===== src/rtl/cp0_count_bank.sv =====
// Bank of N_CH wide event counters with compare interrupts, sticky overflow and
// a 32-bit register window. Counter high halves are read through a snapshot shadow.
module cp0_count_bank #(
  parameter int N_CH   = 4,
  parameter int CH_W   = 2,
  parameter int CNT_W  = 64,
  parameter int DATA_W = 32
) (
  input  logic              clk,
  input  logic              rst,
  input  logic [N_CH-1:0]   inc,
  input  logic [CH_W-1:0]   ch_sel,
  input  logic [1:0]        reg_sel,
  input  logic              rd_en,
  input  logic              wr_en,
  input  logic [DATA_W-1:0] wr_data,
  output logic [DATA_W-1:0] read_data,
  output logic              rd_valid,
  output logic [N_CH-1:0]   irq
);

  localparam logic [1:0] REG_CNT_LO = 2'd0;
  localparam logic [1:0] REG_CNT_HI = 2'd1;
  localparam logic [1:0] REG_CMP    = 2'd2;
  localparam logic [1:0] REG_CTRL   = 2'd3;

  logic [CNT_W-1:0]  cnt_r    [N_CH];
  logic [DATA_W-1:0] cmp_r    [N_CH];
  logic [DATA_W-1:0] shadow_r [N_CH];
  logic [N_CH-1:0]   en_r;
  logic [N_CH-1:0]   ie_r;
  logic [N_CH-1:0]   ovf_r;
  logic [N_CH-1:0]   pend_r;
  logic [DATA_W-1:0] read_data_r;
  logic              rd_valid_r;

  logic [N_CH-1:0]   sel_ch_s;
  logic [N_CH-1:0]   wr_ch_s;
  logic [N_CH-1:0]   cnt_wr_s;
  logic [N_CH-1:0]   inc_fire_s;
  logic [N_CH-1:0]   match_s;
  logic [N_CH-1:0]   wrap_s;
  logic [DATA_W-1:0] ch_word_s [N_CH];
  logic [DATA_W-1:0] rd_mux_s;

  // Per-channel decode of the register window and the increment/match/wrap conditions.
  always_comb begin
    for (int i = 0; i < N_CH; i++) begin
      sel_ch_s[i]   = (ch_sel == CH_W'(i));
      wr_ch_s[i]    = wr_en && sel_ch_s[i];
      // A counter write takes priority over the event strobe on the same channel.
      cnt_wr_s[i]   = wr_ch_s[i] && ((reg_sel == REG_CNT_LO) || (reg_sel == REG_CNT_HI));
      inc_fire_s[i] = en_r[i] && inc[i] && !cnt_wr_s[i];
      match_s[i]    = inc_fire_s[i] && ((cnt_r[i][DATA_W-1:0] + DATA_W'(1)) == cmp_r[i]);
      wrap_s[i]     = inc_fire_s[i] && (&cnt_r[i]);
    end
  end

  // Read mux; unmatched channel selects contribute zero, so out-of-range reads return 0.
  always_comb begin
    rd_mux_s = '0;
    for (int i = 0; i < N_CH; i++) begin
      case (reg_sel)
        REG_CNT_LO: ch_word_s[i] = cnt_r[i][DATA_W-1:0];
        REG_CNT_HI: ch_word_s[i] = shadow_r[i];
        REG_CMP:    ch_word_s[i] = cmp_r[i];
        REG_CTRL:   ch_word_s[i] = {{(DATA_W-3){1'b0}}, ovf_r[i], ie_r[i], en_r[i]};
        default:    ch_word_s[i] = '0;
      endcase
      rd_mux_s = rd_mux_s | (sel_ch_s[i] ? ch_word_s[i] : '0);
    end
  end

  // Channel state, shadow snapshot and registered read port.
  always_ff @(posedge clk) begin
    if (rst) begin
      read_data_r <= '0;
      rd_valid_r  <= 1'b0;
      en_r        <= '0;
      ie_r        <= '0;
      ovf_r       <= '0;
      pend_r      <= '0;
      for (int i = 0; i < N_CH; i++) begin
        cnt_r[i]    <= '0;
        cmp_r[i]    <= {DATA_W{1'b1}};
        shadow_r[i] <= '0;
      end
    end else begin
      rd_valid_r <= rd_en;
      if (rd_en) begin
        read_data_r <= rd_mux_s;
      end
      for (int i = 0; i < N_CH; i++) begin
        if (cnt_wr_s[i]) begin
          if (reg_sel == REG_CNT_LO) begin
            cnt_r[i] <= {cnt_r[i][CNT_W-1:DATA_W], wr_data};
          end else begin
            cnt_r[i] <= {wr_data, cnt_r[i][DATA_W-1:0]};
          end
        end else if (inc_fire_s[i]) begin
          cnt_r[i] <= cnt_r[i] + CNT_W'(1);
        end

        // A fresh wrap outranks a simultaneous write-1-to-clear so no overflow is lost.
        if (wrap_s[i]) begin
          ovf_r[i] <= 1'b1;
        end else if (wr_ch_s[i] && (reg_sel == REG_CTRL) && wr_data[2]) begin
          ovf_r[i] <= 1'b0;
        end

        if (wr_ch_s[i] && (reg_sel == REG_CTRL)) begin
          en_r[i] <= wr_data[0];
          ie_r[i] <= wr_data[1];
        end

        if (wr_ch_s[i] && (reg_sel == REG_CMP)) begin
          cmp_r[i]  <= wr_data;
          pend_r[i] <= 1'b0;
        end else if (match_s[i]) begin
          pend_r[i] <= 1'b1;
        end

        if (rd_en && sel_ch_s[i] && (reg_sel == REG_CNT_LO)) begin
          shadow_r[i] <= cnt_r[i][CNT_W-1:DATA_W];
        end
      end
    end
  end

  assign read_data = read_data_r;
  assign rd_valid  = rd_valid_r;
  assign irq       = pend_r & ie_r;

endmodule


===== config.mk =====
export PLATFORM = sky130hd
export DESIGN_NAME = cp0_count_bank
export DESIGN_NICKNAME = d
export VERILOG_FILES = /design/src/rtl/cp0_count_bank.sv
export SDC_FILE = /design/constraint.sdc
export NUM_CORES = 1
export LEC_CHECK = 0
export ABC_AREA = 1
export CAP_MARGIN = 20
export CELL_PAD_IN_SITES_DETAIL_PLACEMENT = 1
export CELL_PAD_IN_SITES_GLOBAL_PLACEMENT = 1
export CORE_MARGIN = 2
export CORE_UTILIZATION = 35
export CTS_BUF_LIST = sky130_fd_sc_hd__clkbuf_2
export CTS_CLUSTER_SIZE = 14
export DETAILED_ROUTE_END_ITERATION = 10
export GPL_TIMING_DRIVEN = 0
export HOLD_SLACK_MARGIN = 0.15
export PLACE_DENSITY_LB_ADDON = 0.1
export SKIP_CTS_REPAIR_TIMING = 1
export SYNTH_ARGS = -nofsm -noshare
export SYNTH_HDL_FRONTEND = slang
export SYNTH_SLANG_ARGS = --single-unit

===== constraint.sdc =====
create_clock -name clk -period 4.4 [get_ports clk]
set_input_delay 0.88 -clock clk [delete_from_list [all_inputs] [get_ports clk]]
set_output_delay 0.88 -clock clk [all_outputs]
set_load 0.01 [all_outputs]

==> flow_metrics.env <==
export IMPL_crit_buf_inv=11
export IMPL_outcome="finished, final reports clean"
export IMPL_grt_pass1_wl_um=280000
export IMPL_vias_per_cell=5.91
export IMPL_synth_seq_cells=561
export IMPL_avgSynthCellArea_um2=7.55
export IMPL_start_util_pct=35.2
export IMPL_overflow=0
export IMPL_rows=116
export IMPL_cap_viol_max_count=0
export IMPL_arrival_ps=5640
export IMPL_dp_hpwl_um=159000
export IMPL_min_from="wr_data[18]"
export IMPL_grt_max_degree=33
export IMPL_antenna_found_initial=12
export IMPL_wl_per_cell_um=31.7
export IMPL_powerDensity_mw_per_mm2=316
export IMPL_vias=37932
export IMPL_route_met2_wl_um=86800
export IMPL_min_period_ps=4300
export IMPL_grt_pass1_vias=36627
export IMPL_pre_cts_ws_ps=-1250
export IMPL_remaining_drc_errors=0
export IMPL_layout_common_cells="1268 x nand2_1, 522 x inv_1, 518 x nor2_1"
export IMPL_die_height_um=321
export IMPL_switchingPower_w=0.00445
export IMPL_cts_max_level=4
export IMPL_synth_async_reset_ratio_pct=0
export IMPL_dieArea_mm2=0.103
export IMPL_yosysWarnings=0
export IMPL_peakVddDrop_mv=0.170
export IMPL_place_congestion=1.01
export IMPL_routed_wl_um=204000
export IMPL_clkPwrFrac_pct=35.8
export IMPL_setup_viol=0
export IMPL_path_clk_slew_ps=100
export IMPL_drive_gt1_share_pct=9.24
export IMPL_tightestPinTransition_ps=1230
export IMPL_cp_cell_sequence="clkdlybuf4s50_1 > clkbuf_1 > inv_1 > clkbuf_1 > clkbuf_1 > clkbuf_1 > buf_16 > o211ai_1 > buf_4 > buf_4 > buf_4 > buf_4"
export IMPL_nFillCells=12491
export IMPL_comb_power_share_pct=13.9
export IMPL_synth_distinct_cells=54
export IMPL_drtIter0Drc=4762
export IMPL_cp_top_family="buffers and inverters"
export IMPL_rsz0062_at_grt="false"
export IMPL_r2r_start="cnt_r[0][0]"
export IMPL_synth_seq_area_share_pct=46.4
export IMPL_p_leak_nw=15.7
export IMPL_fin_util_pct=40.5
export IMPL_wl_met1_um=85500
export IMPL_boundaryPins=81
export IMPL_layout_nets=5021
export IMPL_numCtsBuffers=169
export IMPL_mostFrequentLayoutCell="nand2_1"
export IMPL_hp_class="input port to register"
export IMPL_path_max_fanout=10
export IMPL_ys_flop_type="edfxtp_1"
export IMPL_die_x_um=321
export IMPL_slowest_stage="clkbuf_1"
export IMPL_clock_fmax_mhz=232
export IMPL_slew_viol_final=0
export IMPL_cts_buffer_depth=3
export IMPL_ant_nets=0
export IMPL_cts_sinks=561
export IMPL_critPathKind="input port to register"
export IMPL_drt_pass1_iter_count=5
export IMPL_required_ps=5730
export IMPL_p_int_w=0.00832
export IMPL_power_frac_seq_pct=50.3
export IMPL_routed_top_layer="met5"
export IMPL_syn_area_mm2=0.0352
export IMPL_relSlewSlack_pct=17.3
export IMPL_netlist_instances=4665
export IMPL_cts_tree="done"
export IMPL_max_stage_delay_ps=830
export IMPL_port_buffers=78
export IMPL_wl_met3_um=20900
export IMPL_hold_violations=0
export IMPL_critPathLaunch="rst"
export IMPL_cts_root_buf="clkbuf_2"
export IMPL_setup_worst_path_start_class="input port"
export IMPL_syn2layout_area_growth_pct=14.9
export IMPL_swShare_pct=34.8
export IMPL_core_area_mm2=0.100
export IMPL_synth_nets=4713
export IMPL_synth_edff_count=512
export IMPL_skew_ps=135
export IMPL_fin_ws_ps=96.9
export IMPL_period_share_pct=97.8
export IMPL_cp_end_kind="register"
export IMPL_insertion_delay_ps=1630
export IMPL_grtUsageTotal_pct=38.9
[worst register-to-register path, cell delays in order (launching register included)]
cell and delay [ps]:
edfxtp_1 480, ha_1 240, nand2_1 150, nor2_2 250
nand3_1 260, inv_1 290, nand2_1 190, nor3_1 690
nand2_1 190, xor2_1 180, o22ai_1 80
[metal layers]
layer  vias up  track usage [%]
met4         4             18.6
li1      16548                -
met5         -                0
met3       423             9.06
met1     18926             52.8
met2      2031             58.4
[sequential cells by signal, indices dropped and copies added, names as in the netlist]
name / count
rd_valid: 1
ie_r: 4
cmp_r: 128
shadow_r: 128
pend_r: 4
en_r: 4
read_data: 32
cnt_r: 256
ovf_r: 4
[power by group through the flow]
stage	clock network [W]	registers, W	logic, W
global route	0.00485	0.00644	0.00184
finish	0.00457	0.00643	0.00178
floorplan	0	0.00637	0.000773
detailed placement	0	0.00652	0.00170
global placement	0	0.00655	0.00156
CTS	0.00460	0.00640	0.00170
[logic make-up after synthesis]
group | count (synthesis) | synth area share (%)
compound gates | 835 | 13.6
simple gates | 2463 | 30.2
flops | 561 | 46.4
xor+xnor | 65 | 1.69
fa+ha+maj | 4 | 0.142
buf+inv | 737 | 7.99
[final timing paths]
check / to / slack (ps) / cells past startpoint
min: cnt_r[1][18] / 150 / 3
max: cnt_r[1][37] / 100 / 12
max reg2reg: cnt_r[0][50] / 1160 / 10
min reg2reg: pend_r[0] / 460 / 2
[synthesized netlist by cell type (26+ instances only)]
library cell	number	share of area, %
nand4_1	68	1.2
nor2_2	26	0.46
nand3_1	369	5.2
nor2_1	518	5.5
nand2_1	1268	14
o21ai_0	378	5.4
buf_2	28	0.40
edfxtp_1	512	44
clkbuf_1	145	1.5
o22ai_1	98	1.7
xor2_1	55	1.4
dfxtp_1	49	2.8
nor3_1	86	1.2
nand3b_1	38	0.81
o211ai_1	41	0.87
a21oi_1	212	3.0
inv_1	523	5.6
[through the flow]
step	area (um^2)	hold WS (ps)	setup TNS [ps]	power (W)	std cells
floorplan	35200	430	0	0.00714	4665
global route	40500	131	0	0.0131	6409
CTS	40300	-73.7	0	0.0127	6392
finish	40500	153	0	0.0128	6420
detailed placement	38700	451	-323660	0.00822	6087
global placement	37600	438	-1370770	0.00811	6041
[cell type report]
| class | count | area (um^2) | area share [%] |
|---|---|---|---|
| diodes | 15 | 37.5 | 0.0927 |
| repair buffers | 137 | 1850 | 4.58 |
| clock buffers | 248 | 1240 | 3.07 |
| multi-input cells | 3367 | 16200 | 40.0 |
| plain buffers | 185 | 763 | 1.88 |
| inverters | 552 | 2070 | 5.12 |
| well taps | 1298 | 1620 | 4.01 |
| clock inverters | 57 | 365 | 0.902 |
| flip-flops and latches | 561 | 16400 | 40.4 |
Power figures use the tool's default switching activity.
